==> src/rtl/muldiv_iter.sv <==
// Iterative RV32M/RV64M multiply/divide unit: shift-add multiply and restoring divide,
// one bit per cycle, with optional single-cycle completion for trivial operands.
module muldiv_iter #(
    parameter int unsigned XLEN      = 32,
    parameter bit          EARLY_OUT = 1'b1
) (
    input  logic            clk,
    input  logic            reset_n,
    input  logic            start,
    input  logic [2:0]      funct3,
    input  logic [XLEN-1:0] op_a,
    input  logic [XLEN-1:0] op_b,
    input  logic            flush,
    output logic            busy,
    output logic            done,
    output logic [XLEN-1:0] result
);

    localparam int unsigned CW = $clog2(XLEN);
    localparam logic [XLEN-1:0] SMIN = {1'b1, {(XLEN-1){1'b0}}};

    typedef enum logic [1:0] {S_IDLE, S_CALC, S_DONE} state_t;

    state_t            r_state;
    logic [CW-1:0]     r_cnt;
    logic              r_is_div;
    logic              r_hi;
    logic              r_rem;
    logic              r_neg;
    logic [XLEN-1:0]   r_opnd;
    logic [2*XLEN-1:0] r_acc;
    logic [XLEN-1:0]   r_result;
    logic              r_busy;
    logic              r_done;

    logic              w_sa;
    logic              w_sb;
    logic              w_neg;
    logic [XLEN-1:0]   w_mag_a;
    logic [XLEN-1:0]   w_mag_b;
    logic              w_special;
    logic [XLEN-1:0]   w_special_res;
    logic [XLEN:0]     w_mul_sum;
    logic [2*XLEN-1:0] w_mul_next;
    logic [XLEN:0]     w_div_rem;
    logic [XLEN:0]     w_div_diff;
    logic [2*XLEN-1:0] w_div_next;
    logic [2*XLEN-1:0] w_acc_next;
    logic [2*XLEN-1:0] w_prod;
    logic [XLEN-1:0]   w_div_sel;
    logic [XLEN-1:0]   w_final;

    // Operand decode at the start edge: MULH/MULHSU/DIV/REM sign a; MULH/DIV/REM sign b
    always_comb begin
        w_sa    = op_a[XLEN-1] & ((funct3 == 3'b001) | (funct3 == 3'b010) |
                                  (funct3 == 3'b100) | (funct3 == 3'b110));
        w_sb    = op_b[XLEN-1] & ((funct3 == 3'b001) | (funct3 == 3'b100) | (funct3 == 3'b110));
        w_mag_a = w_sa ? ('0 - op_a) : op_a;
        w_mag_b = w_sb ? ('0 - op_b) : op_b;
        w_neg   = w_sa ^ w_sb;
        if (funct3[2]) begin
            w_neg = funct3[1] ? w_sa : ((w_sa ^ w_sb) & (op_b != '0));
        end
    end

    always_comb begin
        w_special     = 1'b0;
        w_special_res = '0;
        if (funct3[2]) begin
            if (op_b == '0) begin
                w_special     = 1'b1;
                w_special_res = funct3[1] ? op_a : '1;
            end else if (!funct3[0] && (op_a == SMIN) && (op_b == '1)) begin
                w_special     = 1'b1;
                w_special_res = funct3[1] ? '0 : op_a;
            end
        end else if ((op_a == '0) || (op_b == '0)) begin
            w_special = 1'b1;
        end
    end

    // Multiply: multiplier sits in the low half of r_acc and shifts out as the product shifts in.
    // Divide: r_acc = {remainder, dividend/quotient}, quotient bits enter at the bottom.
    always_comb begin
        w_mul_sum  = {1'b0, r_acc[2*XLEN-1:XLEN]} + (r_acc[0] ? {1'b0, r_opnd} : '0);
        w_mul_next = {w_mul_sum, r_acc[XLEN-1:1]};
        w_div_rem  = r_acc[2*XLEN-1:XLEN-1];
        w_div_diff = w_div_rem - {1'b0, r_opnd};
        w_div_next = w_div_diff[XLEN] ? {w_div_rem[XLEN-1:0], r_acc[XLEN-2:0], 1'b0}
                                      : {w_div_diff[XLEN-1:0], r_acc[XLEN-2:0], 1'b1};
        w_acc_next = r_is_div ? w_div_next : w_mul_next;
        w_prod     = r_neg ? ('0 - w_acc_next) : w_acc_next;
        w_div_sel  = r_rem ? w_acc_next[2*XLEN-1:XLEN] : w_acc_next[XLEN-1:0];
        if (r_is_div) begin
            w_final = r_neg ? ('0 - w_div_sel) : w_div_sel;
        end else begin
            w_final = r_hi ? w_prod[2*XLEN-1:XLEN] : w_prod[XLEN-1:0];
        end
    end

    always_ff @(posedge clk or negedge reset_n) begin
        if (!reset_n) begin
            r_state  <= S_IDLE;
            r_cnt    <= '0;
            r_is_div <= 1'b0;
            r_hi     <= 1'b0;
            r_rem    <= 1'b0;
            r_neg    <= 1'b0;
            r_opnd   <= '0;
            r_acc    <= '0;
            r_result <= '0;
            r_busy   <= 1'b0;
            r_done   <= 1'b0;
        end else begin
            r_done <= 1'b0;
            case (r_state)
                S_IDLE, S_DONE: begin
                    if (start && !flush) begin
                        r_cnt    <= '0;
                        r_is_div <= funct3[2];
                        r_hi     <= (funct3[1:0] != 2'b00);
                        r_rem    <= funct3[1];
                        r_neg    <= w_neg;
                        if (EARLY_OUT && w_special) begin
                            r_state  <= S_DONE;
                            r_busy   <= 1'b0;
                            r_done   <= 1'b1;
                            r_result <= w_special_res;
                        end else begin
                            r_state <= S_CALC;
                            r_busy  <= 1'b1;
                            r_acc   <= {{XLEN{1'b0}}, (funct3[2] ? w_mag_a : w_mag_b)};
                            r_opnd  <= funct3[2] ? w_mag_b : w_mag_a;
                        end
                    end else begin
                        r_state <= S_IDLE;
                        r_busy  <= 1'b0;
                    end
                end
                S_CALC: begin
                    if (flush) begin
                        r_state <= S_IDLE;
                        r_busy  <= 1'b0;
                    end else begin
                        r_acc <= w_acc_next;
                        r_cnt <= r_cnt + CW'(1);
                        if (r_cnt == CW'(XLEN-1)) begin
                            r_state  <= S_DONE;
                            r_busy   <= 1'b0;
                            r_done   <= 1'b1;
                            r_result <= w_final;
                        end
                    end
                end
                default: begin
                    r_state <= S_IDLE;
                    r_busy  <= 1'b0;
                end
            endcase
        end
    end

    assign busy   = r_busy;
    assign done   = r_done;
    assign result = r_result;

endmodule

==> config.mk <==
export PLATFORM = sky130hd
export DESIGN_NAME = muldiv_iter
export DESIGN_NICKNAME = d
export VERILOG_FILES = /design/src/rtl/muldiv_iter.sv
export SDC_FILE = /design/constraint.sdc
export NUM_CORES = 1
export LEC_CHECK = 0
export CAP_MARGIN = 10
export CORE_MARGIN = 2
export CORE_UTILIZATION = 45
export CTS_BUF_LIST = sky130_fd_sc_hd__clkbuf_2 sky130_fd_sc_hd__clkbuf_4 sky130_fd_sc_hd__clkbuf_8
export CTS_CLUSTER_SIZE = 14
export DETAILED_ROUTE_END_ITERATION = 7
export DONT_BUFFER_PORTS = 1
export SETUP_SLACK_MARGIN = 0.05
export SYNTH_ARGS = -nofsm -noshare
export SYNTH_HDL_FRONTEND = slang
export SYNTH_SLANG_ARGS = --single-unit
==> constraint.sdc <==
create_clock -name clk -period 12.16 [get_ports clk]
set_clock_uncertainty 0.2 [all_clocks]
set_input_delay 2.432 -clock clk [delete_from_list [all_inputs] [get_ports clk]]
set_output_delay 2.432 -clock clk [all_outputs]
set_load 0.05 [all_outputs]
# --- Word-level counts from Yosys, hierarchy flattened ---
# Cells that the tools add are included.
totals:
  mem_bits_rw: 0
  rom_bits: 0
  out_inout_bits: 34
  mem_count: 0
  input_bits: 71
  latch_bits: 0
  reg_bits: 141
classes:
  reduce_logical: 18
  n_lt_le_gt_ge: 0
  n_bitwise: 10
  mul: 0
  n_eq_ne: 15
  n_shift: 0
  add_sub_neg: 7
  mux: 50
  n_div: 0
op_table:
  columns: ["operator", "count"]
  rows:
  - ["32-bit 2-to-1 mux", 18]
  - ["64-bit 2-to-1 mux", 6]
  - ["64-bit one-hot mux with 2 select lines", 1]
  - ["1-bit by 32-bit subtractor with 32-bit output (first input constant)", 3]
  - ["32-bit == test (second input constant)", 2]
  - ["32-bit zero test", 2]
  - ["32-bit one-hot mux with 2 select lines", 1]
  - ["1-bit by 64-bit subtractor with 64-bit output (first input constant)", 1]
  - ["32-bit by 32-bit adder with 33-bit output", 1]
  - ["33-bit by 32-bit subtractor with 33-bit output", 1]
  - ["32-bit nonzero test", 1]
  - ["1-bit 2-to-1 mux", 14]
  - ["5-bit 2-to-1 mux", 2]
  - ["2-bit != test (second input constant)", 5]
  - ["5-bit one-hot mux with 2 select lines", 1]
  - ["2-bit 2-to-1 mux", 4]
  - ["3-bit == test (second input constant)", 2]
  - ["3-bit AND reduction", 2]
  - ["5-bit by 1-bit adder with 5-bit output (second input constant)", 1]
  - ["5-bit == test (second input constant)", 1]
  - ["1-bit bitwise OR", 5]
  - ["5-bit AND reduction", 1]
  - ["1-bit one-hot mux with 2 select lines", 2]
  - ["2-bit one-hot mux with 2 select lines", 1]
  - ["other kinds (16)", 22]

# --- Depth between registers and ports, before layout ---
depth:
  ltp_word: 10
  ltp_mapped: 25
  ltp_nobuf: 24

# --- Worst setup path after synthesis ---
# Ideal clock, no wire load.
synth_timing:
  kind: "input to register"
  from: "input port op_b[2]"
  to: "register r_result[28] (netlist: result[28])"
  path_buffers: 0
  path_stages: 13
  arrival_time_ps: 5500
  setup_ps: 119
  slack_ps: 6341
  t_required_ps: 11841
  cell_sequence: "or4_1 > nor4_1 > nand4_1 > nor4b_1 > nand3_1 > or2_2 > o21ai_0 > a21oi_1 > nand2_1 > o31ai_1 > or3b_2 > mux2_2 > o21a_1"
synth_via:
  elab_chain_len: 8
  word_cells_on_any_way: 16
  cone_classes: "2 x eq/ne; 10 x mux; 4 x reduce/logical"
synth_rtl:
  columns: ["element", "line_no", "source"]
  rows:
  - ["start: declaration", "12", "input logic [XLEN-1:0] op_b,"]
  - ["32-bit == test", "73", "end else if (!funct3[0] && (op_a == SMIN) && (op_b == '1)) begin"]
  - ["1-bit logical AND", "73", null]
  - ["32-bit 2-to-1 mux", "73", null]
  - ["32-bit 2-to-1 mux", "70", "if (op_b == '0) begin"]
  - ["32-bit 2-to-1 mux", "69", "if (funct3[2]) begin"]
  - ["32-bit 2-to-1 mux", "124", "if (EARLY_OUT && w_special) begin"]
  - ["32-bit 2-to-1 mux", "118", "if (start && !flush) begin"]
  - ["32-bit one-hot mux with 2 select lines", "116", "case (r_state)"]
  - ["end signal: assignment", "128", "r_result <= w_special_res;"]
  - ["end signal: assignment", "151", "r_result <= w_final;"]
  - ["end: declaration", "32", "logic [XLEN-1:0] r_result;"]
# Several ways; a longest one is shown, not always the timed one. The select of a mux whose other input is x is not followed.
# A chain may end at the register's enable or synchronous reset.

# --- Worst setup path after layout ---
layout_timing:
  from: "register r_acc[31]"
  to: "register r_result[18] (netlist: result[18])"
layout_via:
  elab_chain_len: 10
  word_cells_on_any_way: 13
  cone_classes: "3 x add/sub; 10 x mux"
layout_rtl:
  columns: ["element", "line_no", "source"]
  rows:
  - ["start: declaration", "31", "logic [2*XLEN-1:0] r_acc;"]
  - ["start signal: assignment", "132", "r_acc <= {{XLEN{1'b0}}, (funct3[2] ? w_mag_a : w_mag_b)};"]
  - ["start signal: assignment", "145", "r_acc <= w_acc_next;"]
  - ["33-bit by 32-bit subtractor with 33-bit output", "88", "w_div_diff = w_div_rem - {1'b0, r_opnd};"]
  - ["64-bit 2-to-1 mux", "89", "w_div_next = w_div_diff[XLEN] ? {w_div_rem[XLEN-1:0], r_acc[XLEN-2:0], 1'b0}"]
  - ["64-bit 2-to-1 mux *", "91", "w_acc_next = r_is_div ? w_div_next : w_mul_next;"]
  - ["1-bit by 64-bit subtractor with 64-bit output or 32-bit 2-to-1 mux (tied branches)", "92, 93", null]
  - ["64-bit 2-to-1 mux or 1-bit by 32-bit subtractor with 32-bit output (tied branches)", "92, 95", null]
  - ["32-bit 2-to-1 mux, on equally long branches", "97, 95", null]
  - ["32-bit 2-to-1 mux *", "94", "if (r_is_div) begin"]
  - ["32-bit 2-to-1 mux *", "147", "if (r_cnt == CW'(XLEN-1)) begin"]
  - ["32-bit 2-to-1 mux *", "141", "if (flush) begin"]
  - ["32-bit one-hot mux with 2 select lines *", "116", null]
# Every way passes the cells marked *; elsewhere a longest branch is shown, timed or not. The select of a mux whose other input is x is not followed.

==> impl_results.md <==
- Synth Net Count: 2643
- Final Cell Area: 0.0184 mm²
- Synth-to-Final Area Change: 3.28%
- Vias in the first global route: 18500
- Post-CTS resize count: 0
- Peak supply drop: 0.000102 V
- Unique masters post-synth: 106
- Routed WL: 83.2 mm
- I/O Buffers: 0
- Core Region: 0.0388 mm²
- Startpoint type of the worst setup path: flip-flop
- Synth top area cells: dfrtp_1, a21oi_1, o21ai_0
- Final Cycle Share: 58.0%
- Post-synth EDFFs: 0
- Async SR Flop Fraction: 100%
- Initial drt markers: 2330
- Setup Fix Bufs, Post-CTS: 0
- Worst EP required: 12.37 ns
- Synth area leader: dfrtp_1
- Area of the die: 0.0411 mm²
- GR Util All Layers: 39.8%
- Maxcap violations: 0
- Min-Delay Path Class: flip-flop to flip-flop
- Slew Limit Headroom: 23.2%
- Root buffer cell: clkbuf_8
- Layout cells sized above 1: 6.97%
- Synth Area per Inst: 7.12 µm²
- H-tree depth: 4
- CTS tree: built
- Leakage: 7.23 nW
- Footprint of the multi-input gates: 0.0133 mm²
- CTS clk-pin slew, worst paths: 0.11 ns
- Via-to-Cell Ratio: 6.80
- Sequential area share after synthesis: 19.7%
- Synth Flop Type: dfrtp_1
- RSZ-0062 raised after global routing: no
- Post-detailed-route count of antenna-violating nets: 0
- First-pass GRT wire length: 121 mm
- FP Rows: 72
- Worst Path Arrival: 7.26 ns
- Yosys warning count: 0
- CTS Hold Buffers Added: 0
- Grt total ovfl: 0
- Largest net degree at the start of global routing: 141
- Crit-path max FO: 26
- Crit. End Element: flip-flop
- Fin nets: 2527
- First-pass DRT Iterations: 6
- Max Clk Rate: 142 MHz
- Final Setup Violations: 0
- Critical setup path kind: flip-flop to flip-flop
- Netlist Area Pre-Place: 0.0178 mm²
- Crit path time final: 7.05 ns
- Dpl hpwl: 64.8 mm
- Remaining DRCs: 0
- Die Height: 203 µm
- Measured slew at the worst slew-check pin: 1.14 ns
- Max Buffers Root-to-Sink: 2
- Worst-Skew Late Latency: 0.53 ns
- Placed Area: 0.0180 mm²
- Avg WL per Cell: 28.5 µm
- Die W: 203 µm
- Cell Count, Final, Fillers Out: 2915
- Slew Viols, Final: 0
- Number of clock sinks: 140
- Initial antenna violation count: 3
- Fillers: 4090
- Vias: 19800
- Status: finished, final reports clean
- Num ports: 105
- Power Density: 251 mW/mm²
- Final Hold Viols: 0
- #FFs+latches synth: 140
- FF+latch area: 0.00351 mm²
- Synth Instances: 2499
- Synth top area share: 19.7%
- DP Cell Count: 2882
- Routability cong.: 1.06
- Pre-CTS setup slack: 5.37 ns
- Inserted Clock Buffers: 17
- Setup TNS: 0 ns
- Initial Util: 45.8%
- Worst setup margin: 5.11 ns
-- critical path, stage by stage, from the launching register on --
cell	delay [ns]
dfrtp_1	0.41
inv_1	0.17
ha_1	0.28
inv_1	0.09
fa_1	0.24
a211oi_2	0.11
o211a_1	0.28
nor3_4	0.29
o21ai_2	0.21
a21oi_4	0.70
nor3_2	0.24
nor2_1	0.20
ha_1	0.26
o2111a_1	0.28
and3_1	0.28
nand4b_1	0.18
nor3_1	0.16
nand2_1	0.08
nor3_1	0.60
nand4_1	0.51
o21ai_0	0.37
xor2_1	0.29
a221oi_1	0.15
a221o_1	0.34
-- routing by layer --
layer  vias to the layer above  GRT usage (%)  share of wire (%)
met5                         -              0              0.018
met1                      9542           53.0                 41
met4                         2           22.1                6.3
met3                       220           8.06                9.5
li1                       8957              -                  -
met2                      1098           60.1                 43
-- logic make-up after synthesis --
group	synth area share [%]
flip-flops	19.7
XOR/XNOR	7.88
buffers and inverters	5.66
AO/OA/AOI/OAI	30.8
AND/OR/NAND/NOR	25.9
multiplexers	4.77
adder cells (fa/ha/maj)	5.22
-- cell usage after synthesis, drive strengths merged (41+ instances only) --
library cell    n
a21oi         222
and2           52
buf            60
clkbuf        102
dfrtp         140
ha             71
inv            81
mux2i          45
nand2         274
nand3          63
nand4          41
nor2          280
nor3          100
o21ai         226
xnor2          94
xor2           66
-- flip-flops by register name (all words and copies together), names as in the netlist --
register  cells
r_opnd       32
result       32
r_cnt         5
r_acc        64
r_hi          1
r_state       1
r_rem         1
done          1
r_neg         1
busy          1
r_is_div      1
-- metrics by stage --
step                power (mW)  utilization (%)  hold WS [ns]
finish                    4.62             47.3         0.316
global route              4.86             47.3         0.338
CTS                       4.50             47.3         0.312
detailed placement        4.08             46.3         0.288
global placement          4.07             46.3         0.287
floorplan                 3.03                -         0.264
-- cell usage in the layout, fill, tap and decap left out, types with 15 or more instances in the layout --
cell type	netlist	layout
mux2i_1	44	44
xor2_1	66	66
a21oi_1	215	214
a211oi_1	38	38
nand3_1	61	61
or3_1	29	28
dfrtp_1	140	137
nor2_1	278	277
o211ai_1	30	30
nor2b_1	18	17
xnor2_1	94	94
nand4_1	40	40
and2_1	50	50
buf_4	4	27
a211o_1	16	16
inv_1	80	80
ha_1	71	71
or2_2	15	15
a22o_1	27	27
nand2_1	273	273
clkbuf_8	0	17
nor4_1	15	15
o22ai_1	19	19
a21o_1	26	26
mux2_2	33	33
nor3_1	95	94
a31oi_1	36	36
o21ai_0	215	215
o31ai_1	28	28
o21a_1	23	23
-- layout make-up --
type | count | area share (%)
Inverter | 82 | 1.68
Clock inverter | 15 | 0.838
Timing Repair Buffer | 27 | 1.10
Multi-Input combinational cell | 2115 | 72.5
Antenna cell | 1 | 0.0136
Tap cell | 518 | 3.53
Clock buffer | 17 | 1.27
Sequential cell | 140 | 19.1
-- where the power goes --
| group | total [mW] | internal (mW) | switching [mW] |
|---|---|---|---|
| registers | 0.789 | 0.572 | 0.217 |
| clock network | 0.415 | 0.169 | 0.246 |
| logic | 3.41 | 1.13 | 2.29 |
| total | 4.62 | 1.87 | 2.75 |
-- final timing paths --
kind	from	end	slack [ns]	depth (start not counted)
worst max-delay path	r_acc[31]	result[18]	5.11	23
worst min-delay path	r_opnd[15]	r_opnd[15]	0.32	2
worst max register to register	r_acc[31]	result[18]	5.11	23
worst min register to register	r_opnd[15]	r_opnd[15]	0.32	2
max in group asynchronous	reset_n	r_state[1]	9.97	0
min in group asynchronous	reset_n	r_acc[51]	1.38	0
Power figures use the tool's default switching activity.
